==> config.mk <==
export PLATFORM = sky130hd
export DESIGN_NAME = freq_counter_mc
export DESIGN_NICKNAME = d
export VERILOG_FILES = /design/src/rtl/freq_counter_mc.sv
export SDC_FILE = /design/constraint.sdc
export NUM_CORES = 1
export LEC_CHECK = 0
export BUFFER_PORTS_ARGS = -buffer_cell sky130_fd_sc_hd__buf_2
export CAP_MARGIN = 20
export CORE_UTILIZATION = 63
export CTS_BUF_LIST = sky130_fd_sc_hd__clkbuf_16
export DETAILED_ROUTE_END_ITERATION = 7
export GPL_TIMING_DRIVEN = 1
export MAX_ROUTING_LAYER = met4
export PLACE_DENSITY = 0.89
export SLEW_MARGIN = 5
export SYNTH_ARGS = -nofsm -noshare
export SYNTH_HDL_FRONTEND = slang
export SYNTH_SLANG_ARGS = --single-unit
==> constraint.sdc <==
create_clock -name clk -period 10.5 [get_ports clk]
set_input_delay 0.525 -clock clk [delete_from_list [all_inputs] [get_ports clk]]
set_output_delay 0.525 -clock clk [all_outputs]
set_load 0.01 [all_outputs]
==> src/rtl/freq_counter_mc.sv <==
// freq_counter_mc: multi-channel Schmitt-trigger crossing counter with a gated,
// AXI-Stream framed result output.
//   clk, rst (sync, active-low)
//   S_AXIS_IN_tdata/tvalid  : one signed DATA_W lane per channel, always accepted
//   Ncycles                 : gate length in accepted samples (0 acts as 1)
//   hyst                    : unsigned hysteresis threshold
//   clr_ovr                 : clears overrun
//   M_AXIS_OUT_*            : one CNT_W result word per channel, tuser = channel, tlast on CH-1
//   counter_output          : results of the last delivered gate
//   overrun                 : sticky, a completed gate was dropped
module freq_counter_mc #(
   parameter int DATA_W = 16,
   parameter int CH     = 2,
   parameter int CNT_W  = 32
) (
   input  logic                  clk,
   input  logic                  rst,
   input  logic [CH*DATA_W-1:0]  S_AXIS_IN_tdata,
   input  logic                  S_AXIS_IN_tvalid,
   input  logic [31:0]           Ncycles,
   input  logic [DATA_W-1:0]     hyst,
   input  logic                  clr_ovr,
   output logic [CNT_W-1:0]      M_AXIS_OUT_tdata,
   output logic [2:0]            M_AXIS_OUT_tuser,
   output logic                  M_AXIS_OUT_tlast,
   output logic                  M_AXIS_OUT_tvalid,
   input  logic                  M_AXIS_OUT_tready,
   output logic [CH*CNT_W-1:0]   counter_output,
   output logic                  overrun
);
   typedef enum logic {IDLE, SEND} state_t;
   state_t state, state_nxt;
   logic [2:0] idx, idx_nxt;
   logic [CH-1:0] hi, hi_nxt;
   logic [CH*CNT_W-1:0] cnt, cnt_nxt;
   logic [31:0] gate_cnt, shadow;
   logic signed [DATA_W:0] smp, thr;
   logic close, idle_eff;

   // one extra bit so +H and -H are both representable as signed values
   assign thr = $signed({1'b0, hyst});
   assign close = S_AXIS_IN_tvalid && gate_cnt == (shadow == 32'd0 ? 32'd0 : shadow - 32'd1);
   // a tlast handshake in the closing cycle frees the frame buffer just in time
   assign idle_eff = state == IDLE || (M_AXIS_OUT_tvalid && M_AXIS_OUT_tready && M_AXIS_OUT_tlast);
   assign M_AXIS_OUT_tvalid = state == SEND;
   assign M_AXIS_OUT_tlast = state == SEND && idx == 3'(CH - 1);
   assign M_AXIS_OUT_tuser = idx;

   always_comb begin
      smp = '0;
      hi_nxt = hi;
      cnt_nxt = cnt;
      for (int c = 0; c < CH; c++) begin
         smp = (DATA_W + 1)'($signed(S_AXIS_IN_tdata[c*DATA_W +: DATA_W]));
         if (S_AXIS_IN_tvalid && !hi[c] && smp > thr) begin
            hi_nxt[c] = 1'b1;
            if (~&cnt[c*CNT_W +: CNT_W]) cnt_nxt[c*CNT_W +: CNT_W] = cnt[c*CNT_W +: CNT_W] + CNT_W'(1);
         end else if (S_AXIS_IN_tvalid && hi[c] && smp < -thr)
            hi_nxt[c] = 1'b0;
      end
   end

   always_comb begin
      state_nxt = state;
      idx_nxt = idx;
      M_AXIS_OUT_tdata = '0;
      for (int c = 0; c < CH; c++)
         if (state == SEND && idx == 3'(c)) M_AXIS_OUT_tdata = counter_output[c*CNT_W +: CNT_W];
      if (close && idle_eff) begin
         state_nxt = SEND;
         idx_nxt = 3'd0;
      end else if (M_AXIS_OUT_tvalid && M_AXIS_OUT_tready) begin
         state_nxt = M_AXIS_OUT_tlast ? IDLE : SEND;
         idx_nxt = M_AXIS_OUT_tlast ? 3'd0 : idx + 3'd1;
      end
   end

   always_ff @(posedge clk) begin
      if (!rst) begin
         state <= IDLE;
         idx <= 3'd0;
      end else begin
         state <= state_nxt;
         idx <= idx_nxt;
      end
   end

   always_ff @(posedge clk) begin
      if (!rst) begin
         hi <= '0;
         cnt <= '0;
         gate_cnt <= 32'd0;
         shadow <= Ncycles;
         counter_output <= '0;
         overrun <= 1'b0;
      end else begin
         hi <= hi_nxt;
         if (close) begin
            cnt <= '0;
            gate_cnt <= 32'd0;
            shadow <= Ncycles;
            if (idle_eff) counter_output <= cnt_nxt;
         end else begin
            cnt <= cnt_nxt;
            if (S_AXIS_IN_tvalid) gate_cnt <= gate_cnt + 32'd1;
         end
         overrun <= (close && !idle_eff) || (overrun && !clr_ovr);
      end
   end
endmodule

# Word level (Yosys, flattened, before mapping)
# Cells that the tools add are included.
[word_totals]
in_bits = 85
reg_bits = 199
[op_classes]
eq_ne = 3
add_sub_neg = 6
n_lt_le_gt_ge = 4
n_reduce_logical = 32
mux = 17
bitwise_logic = 2
[ops]
columns = ["cell", "n"]
rows = [
  ["2-to-1 mux 32 bit", 9],
  ["adder 32 x 1 -> 32 bit (second input constant)", 3],
  ["AND reduction 32 bit", 2],
  ["greater-than comparator 16 x 17 -> 1 bit", 2],
  ["less-than comparator 16 x 17 -> 1 bit", 2],
  ["equality test 32 bit", 1],
  ["zero test 32 bit", 1],
  ["subtractor 32 x 1 -> 32 bit (second input constant)", 1],
  ["negation 16 -> 17 bit", 1],
  ["logical AND 1 bit", 16],
  ["2-to-1 mux 1 bit", 7],
  ["nonzero test 2 bit", 3],
  ["zero test 1 bit", 4],
  ["OR reduction 2 bit", 2],
  ["adder 3 x 1 -> 3 bit (second input constant)", 1],
  ["equality test 3 x 1 -> 1 bit (second input constant)", 1],
  ["zero test 3 bit", 1],
  ["2-to-1 mux 3 bit", 1],
  ["logical OR 1 bit", 2],
  ["!= test 2 x 1 -> 1 bit (second input constant)", 1],
  ["NOT 1 bit", 2],
  ["AND reduction 2 bit", 1],
]

# Logic depth before layout (Yosys ltp)
# Gate-level depths: netlist of run 1.
[logic_depth]
ltp_word = 7
mapped_depth = 16
ltp_nobuf = 16

# Worst setup path after synthesis of run 1
# No wires, ideal clock.
[synth_timing]
kind = "reg-to-reg"
start = "reg shadow[2]"
end = "reg shadow[0], enable pin"
path_stages_with_launch = 13
slack_ps = 6035
arrival_ps = 4087
period_less_slack_ps = 4465
setup_ps = 377
required_time_ps = 10123
cell_sequence = "edfxtp_1 > or4_4 > buf_6 > or4_1 > buf_2 > or4_1 > o21ai_1 > o211ai_1 > a2111oi_2 > nand4_1 > o21ai_1 > buf_2 > buf_2"
[synth_between]
elab_chain_cells = 5
word_cells_on_any_way = 6
cone_classes = "add/sub (1); eq/ne (2); mux (1); reduce/logical (2)"
[synth_rtl]
columns = ["item", "line_no", "rtl"]
rows = [
  ["from (decl)", "36", "logic [31:0] gate_cnt, shadow;"],
  ["from (signal assigned)", "93", "shadow <= Ncycles;"],
  ["from (signal assigned)", "101", "shadow <= Ncycles;"],
  ["subtractor 32 x 1 -> 32 bit / zero test 32 bit (equally long branches)", "42", "assign close = S_AXIS_IN_tvalid && gate_cnt == (shadow == 32'd0 ? 32'd0 : shadow - 32'd1);"],
  ["2-to-1 mux 32 bit *", "42", ""],
  ["equality test 32 bit *", "42", ""],
  ["logical AND 1 bit *", "42", ""],
  ["!= test 2 x 1 -> 1 bit (no line) *", "-", ""],
]
# Every way passes the cells marked *; elsewhere a longest branch is shown, timed or not.
# A chain may end at the register's enable or synchronous reset.

# Worst setup path in the final report of run 1
[layout_timing]
start = "reg shadow[6]"
end = "reg counter_output[12]"
[layout_between]
elab_chain_cells = 5
word_cells_on_any_way = 6
cone_classes = "add/sub (1); eq/ne (1); mux (1); reduce/logical (3)"
[layout_rtl]
columns = ["item", "line_no", "rtl"]
rows = [
  ["subtractor 32 x 1 -> 32 bit / zero test 32 bit (equally long branches)", "42", ""],
  ["2-to-1 mux 32 bit *", "42", ""],
  ["equality test 32 bit *", "42", ""],
  ["logical AND 1 bit *", "42", ""],
  ["AND reduction 2 bit (no line) *", "-", ""],
  ["to (signal assigned)", "102", "if (idle_eff) counter_output <= cnt_nxt;"],
  ["to (decl)", "28", "output logic [CH*CNT_W-1:0] counter_output,"],
]
# Marked as above.

==> results of run 1 <==
-- how the worst max path moves through the flow --
stage                     cells after the start  slack (ns)                              end
final                                        10        5.01  counter_output[12]$_SDFFE_PN0P_
after floorplan                              12        6.04              shadow[0]$_DFFE_PP_
after global placement                       10        5.23  counter_output[15]$_SDFFE_PN0P_
after detailed placement                     10        5.14  counter_output[12]$_SDFFE_PN0P_
after CTS                                    10        5.05  counter_output[12]$_SDFFE_PN0P_
after global routing                         10        4.74  counter_output[12]$_SDFFE_PN0P_
-- worst max-delay path, stage by stage, from the launching register on --
cell	delay [ns]
edfxtp_1	0.49
or4_1	0.71
nor4_4	0.44
nand4_1	0.68
or3_1	0.54
a2111oi_0	0.63
nand2_1	0.21
nor4b_4	0.34
buf_4	0.30
buf_4	0.74
mux2i_1	0.28
-- cell families (layout without fill, tap and decap cells) --
group	after synthesis	count (layout)	share of synthesized area
AOI/OAI and AO/OA	206	206	0.126
xor gates and xnor gates	116	116	0.0850
adders and majority gates	75	75	0.0762
buffers and inverters	117	273	0.0414
DFF	199	199	0.351
muxes	75	75	0.0616
and+or+nand+nor	615	615	0.259
-- synth_stat cells (6+ instances only) --
| library cell | n | area share |
|---|---|---|
| nand2_1 | 170 | 0.052 |
| dfxtp_1 | 167 | 0.27 |
| nor2_1 | 92 | 0.028 |
| ha_1 | 74 | 0.075 |
| mux2i_1 | 71 | 0.058 |
| nor3_1 | 67 | 0.027 |
| xnor2_1 | 63 | 0.045 |
| clkbuf_1 | 57 | 0.017 |
| nand3_1 | 56 | 0.023 |
| nor2b_1 | 56 | 0.029 |
| xor2_1 | 51 | 0.036 |
| nand4_1 | 50 | 0.025 |
| inv_1 | 44 | 0.013 |
| a22o_1 | 34 | 0.024 |
| edfxtp_1 | 32 | 0.078 |
| o21ai_0 | 30 | 0.012 |
| nor4_1 | 25 | 0.013 |
| o21a_1 | 24 | 0.015 |
| a21oi_1 | 23 | 0.0094 |
| a21o_1 | 21 | 0.013 |
| or3_1 | 18 | 0.0092 |
| o21ba_2 | 14 | 0.011 |
| or4_1 | 14 | 0.0086 |
| and3_1 | 13 | 0.0066 |
| and4_1 | 12 | 0.0086 |
| and2_1 | 8 | 0.0041 |
| o211ai_1 | 8 | 0.0049 |
| or2_2 | 8 | 0.0041 |
| buf_2 | 7 | 0.0029 |
| o31a_1 | 7 | 0.0050 |
| nand4b_1 | 6 | 0.0043 |
-- sequential cells by signal, indices dropped and copies added (netlist names) --
register	cells
gate_cnt	32
cnt	64
counter_output	64
overrun	1
M_AXIS_OUT_tuser	3
hi	2
M_AXIS_OUT_tvalid	1
shadow	32
-- final cells by class --
class / instances / area [um2]
sequential: 199 / 4300
clock inverter: 15 / 194
inverter: 44 / 165
timing repair buffer: 197 / 1010
multi-input combinational: 1087 / 7500
tap: 260 / 325
fill: 1375 / 4970
clock buffer: 17 / 425
-- power by group through the flow --
stage          combinational [mW]  sequential, mW  clock [mW]
2_1_floorplan               0.105           0.814           0
3_3_place_gp                0.151           0.821           0
3_5_place_dp                0.153           0.821           0
4_1_cts                     0.155           0.803       0.675
5_1_grt                     0.174           0.806       0.707
6_report                    0.157           0.804       0.675
-- routing by layer --
metal | global-route usage | up-vias
li1 | - | 5352
met1 | 0.458 | 5277
met2 | 0.588 | 484
met3 | 0.0520 | 71
met4 | 0.125 | 0
met5 | - | -
==> results_dict.tcl, run 1 <==
set metrics [dict create \
    outcome "finished clean" \
    fp.dieW_um 142 \
    peakVddDrop_mv 0.102 \
    wl_per_cell_um 19.0 \
    grt_antenna_before_repair 0 \
    path_max_fanout 54 \
    wl_um 34600 \
    synth_edf_count 32 \
    cellLeakagePower_nw 5.54 \
    ys_seq_area_frac 0.351 \
    setup-tns-final_ns 0 \
    dieArea_um2 20000 \
    fmax_ghz 0.182 \
    fin_area_um2 13900 \
    coreArea_um2 18900 \
    dr_total_vias 11200 \
    post_cts_buffers 0 \
    r2r_setup_slack_ns 5.01 \
    async_flop_share 0 \
    area_delta_synth_final_pct 13.4 \
    p_seq_frac 0.492 \
    wl_met2_um 16300 \
    hold_class "primary input to flip-flop" \
    ios 187 \
    reg2reg_depth 10 \
    ant_nets 0 \
    final_cells 1819 \
    postSynthAreaPerCell_um2 8.75 \
    yosys_most_used_dff "dfxtp_1" \
    clock_sinks 199 \
    p_comb_frac 0.096 \
    switchingPower_mw 0.454 \
    die_h_um 142 \
    htreeDepth 4 \
    synth.distinct_cells 73 \
    rows 50 \
    r2r_start "shadow[6]$_DFFE_PP_" \
    ys_ff_latch 199 \
    grt-ovfl-total 0 \
    maxSlewViolCount 0 \
    maxCapViolCount 0 \
    grt_setup_unrepaired "false" \
    cts_tree "yes" \
    holdBufCountCts 0 \
    fin_crit_ns 5.49 \
    startpoint_type "flip-flop" \
    synth_area_um2 12300 \
    hold_path_startpoint "Ncycles[25]" \
    layout-drive-gt1-share 0.172 \
    setup_viol 0 \
    required_ns 10.87 \
    hold_viol 0 \
    utilization 0.737 \
    dp.cells 1785 \
    critPathArrivalTime_ns 5.86 \
    clock-root-buffer "clkbuf_16" \
    cts_buffers 17 \
    mostFrequentLayoutCells "185 x buf_2, 170 x nand2_1, 167 x dfxtp_1" \
    sw_frac_of_total 0.278 \
    p_int_mw 1.18 \
    powerDensity_nw_per_um2 117 \
    drt_iter0_drc 1078 \
    clk_path_buf_depth 2 \
    drc 0 \
    place_hpwl_um 25600 \
    wirelength_met1_um 14800 \
    startpoint "shadow[6]$_DFFE_PP_" \
    fin_crit_sh 0.523 \
    min_delay_worst_endpoint "shadow[25]$_DFFE_PP_" \
    clock_latency_ns 0.45 \
    grtUsageTotal 0.361 \
    clkSlewWorstSetupHoldPaths_ns 0.09 \
    cp-end-kind "flip-flop" \
    min_path_cells 1 \
    start_util 0.650 \
    slew_headroom 0.367 \
    worst_pin_slew_ns 0.941 \
    hold_slack_ns 0.255 \
    criticalPathCategory "flip-flop to flip-flop" \
    synth_nets 1562 \
    reg2reg_to "counter_output[12]$_SDFFE_PN0P_" \
    clkPwrFrac 0.412 \
    grt_pass1_vias 10600 \
    grt_max_degree 84 \
    diodes 0 \
    vias_per_cell 6.15 \
    wl_met3_um 2620 \
    synthCells 1403 \
    fin_skew_ns 0.0190 \
    placed_area_um2 13300 \
    place_ws_ns 5.14 \
    cts_resized 0 \
    yosysWarnings 0 \
    num-nets-final 1705 \
    drt_first_pass_iters 5 \
    total_power_mw 1.64 \
    port_buffers 186 \
    grt_pass1_wl_um 55000 \
    gp_congestion 0.989 \
    mostFrequentLayoutCell "buf_2" \
    setup_ws_ns 5.01 \
    top_layer_used "met4" \
]
No activity file was read; power rests on OpenSTA's default activity.
==> run 2, diff against run 1 <==
--- a/config.mk
+++ b/config.mk
@@ -7,12 +7,12 @@
 export LEC_CHECK = 0
 export BUFFER_PORTS_ARGS = -buffer_cell sky130_fd_sc_hd__buf_2
 export CAP_MARGIN = 20
-export CORE_UTILIZATION = 63
+export CORE_UTILIZATION = 52
 export CTS_BUF_LIST = sky130_fd_sc_hd__clkbuf_16
 export DETAILED_ROUTE_END_ITERATION = 7
 export GPL_TIMING_DRIVEN = 1
 export MAX_ROUTING_LAYER = met4
-export PLACE_DENSITY = 0.89
+export PLACE_DENSITY = 0.79
 export SLEW_MARGIN = 5
 export SYNTH_ARGS = -nofsm -noshare
 export SYNTH_HDL_FRONTEND = slang
==> constraint.sdc (replaced) <==
create_clock -name clk -period 4.96 [get_ports clk]
set_input_delay 0.248 -clock clk [delete_from_list [all_inputs] [get_ports clk]]
set_output_delay 0.248 -clock clk [all_outputs]
set_load 0.01 [all_outputs]
==> run 2 against run 1 <==
Routed wire length barely moved. Highest routed layer unchanged. Hold slack got worse by 0.22 ns. Core utilization fell by 11 points. Largest cell class unchanged.
==> results_dict.tcl, run 2 (synthesis gave the netlist of run 1 again) <==
set metrics [dict create \
    outcome "finished clean" \
    largestRegisters "cnt: 64 flops, counter_output: 64 flops" \
    cts_buffers 17 \
    peakVddDrop_mv 0.265 \
    reg2reg_to "counter_output[19]$_SDFFE_PN0P_" \
    grt-ovfl-total 0 \
    grt_max_degree 74 \
    ios 187 \
    clock_latency_ns 0.46 \
    start_util 0.536 \
    dr_total_vias 11200 \
    fmax_ghz 0.214 \
    utilization 0.630 \
    grt_antenna_before_repair 0 \
    layout-drive-gt1-share 0.173 \
    hold_path_startpoint "Ncycles[9]" \
    ant_nets 0 \
    num-nets-final 1743 \
    startpoint "shadow[6]$_DFFE_PP_" \
    gp_congestion 0.997 \
    cts_tree "yes" \
    criticalPathCategory "flip-flop to flip-flop" \
    multi_input_area_um2 7500 \
    hold_slack_ns 0.0354 \
    dieArea_um2 24200 \
    die_h_um 156 \
    grt_setup_unrepaired "false" \
    post_cts_buffers 0 \
    grt_pass1_wl_um 54100 \
    crit_end "counter_output[19]$_SDFFE_PN0P_" \
    path_cells "or4_1 -> or4_4 -> o31ai_1 -> nand3_1 -> a32o_1 -> a2111oi_2 -> nand4_1 -> nor4b_4 -> buf_12 -> mux2i_1" \
    required_ns 5.31 \
    fin_crit_sh 0.942 \
    place_hpwl_um 25500 \
    coreArea_um2 22900 \
    maxCapViolCount 0 \
    vias_per_cell 5.85 \
    hold_viol 0 \
    wl_per_cell_um 18.1 \
    critPathArrivalTime_ns 5.03 \
    startpoint_type "flip-flop" \
    fin_crit_ns 4.67 \
    mostFrequentLayoutCells "185 x buf_2, 170 x nand2_1, 167 x dfxtp_1" \
    port_buffers 186 \
    grtUsageTotal 0.294 \
    crit_slowest_cell "or4_1" \
    grt_pass1_vias 10600 \
    cp-end-kind "flip-flop" \
    hold_class "primary input to flip-flop" \
    r2r_setup_slack_ns 0.29 \
    maxSlewViolCount 0 \
    mostFrequentLayoutCell "buf_2" \
    path_max_fanout 67 \
    drt_iter0_drc 994 \
    wl_um 34600 \
    reg2reg_depth 10 \
    worst_pin_slew_ns 0.808 \
    fill_cells 1922 \
    setup_viol 0 \
    fin_skew_ns 0.0321 \
    powerDensity_nw_per_um2 248 \
    area_delta_synth_final_pct 17.5 \
    r2r_start "shadow[6]$_DFFE_PP_" \
    total_power_mw 3.57 \
    clock_sinks 199 \
    drc 0 \
    diodes 0 \
    slowest_delay_ns 0.68 \
    cellLeakagePower_nw 5.72 \
    fp.dieW_um 156 \
    clk_path_buf_depth 2 \
    placed_area_um2 13500 \
    htreeDepth 4 \
    setup-tns-final_ns 0 \
    rows 55 \
    register_area_um2 4300 \
    fin_area_um2 14400 \
    clock-root-buffer "clkbuf_16" \
    slew_headroom 0.457 \
    drt_first_pass_iters 7 \
    clkSlewWorstSetupHoldPaths_ns 0.08 \
]
[run 2: cell types whose count changed in the layout (fill, tap and decap cells not counted), sizes merged]
cell         delta
dlygate4sd3    +31
buf             +8
inv             +2
clkinv          -2
clkbuf          -1
[run 2: worst min-delay path by stage]
stage / depth (start not counted) / to
floorplan: 0 / shadow[0]$_DFFE_PP_
global placement: 1 / shadow[25]$_DFFE_PP_
detailed placement: 1 / shadow[1]$_DFFE_PP_
CTS: 1 / shadow[8]$_DFFE_PP_
global route: 1 / shadow[9]$_DFFE_PP_
finish: 1 / shadow[9]$_DFFE_PP_
[run 2: layout make-up]
cell class / count / share of cell area
Inverter: 44 / 0.0114
Tap cell: 313 / 0.0271
Clock inverter: 15 / 0.0158
Timing Repair Buffer: 235 / 0.0982
Multi-Input combinational cell: 1087 / 0.520
Clock buffer: 17 / 0.0295
Sequential cell: 199 / 0.298
[run 2: timing repair]
item | in CTS | in global routing
hold buffers | 28 | 3
hold endpoints to repair | 28 | 3
resized for setup | 0 | 0
setup endpoints to repair | 0 | 0
[run 2: metrics by stage]
stage	instances	setup WS, ns
after floorplan	1403	0.495
after global placement	1845	0.582
after detailed placement	1846	0.504
after CTS	1906	0.359
after global routing	1910	0.122
final	1910	0.286
[run 2: critical path, delay by kind of cell, from the launching register on]
family / cells / cell delay [ns]
AO/OA/AOI/OAI: 3 / 1.13
buffers and inverters: 1 / 0.40
flip-flops: 1 / 0.49
multiplexers: 1 / 0.30
AND/OR/NAND/NOR: 5 / 2.17
[run 2: power by group]
part	total [mW]	internal, mW	switching (mW)
combinational	0.355	0.159	0.197
clock	1.52	0.725	0.791
sequential	1.70	1.67	0.0362
[run 2: layer usage]
layer	vias up	wire (um)	GRT usage
met5	-	0	-
met1	5308	15500	0.373
met3	67	1960	0.0447
met2	386	16100	0.473
li1	5404	-	-
met4	0	1060	0.113
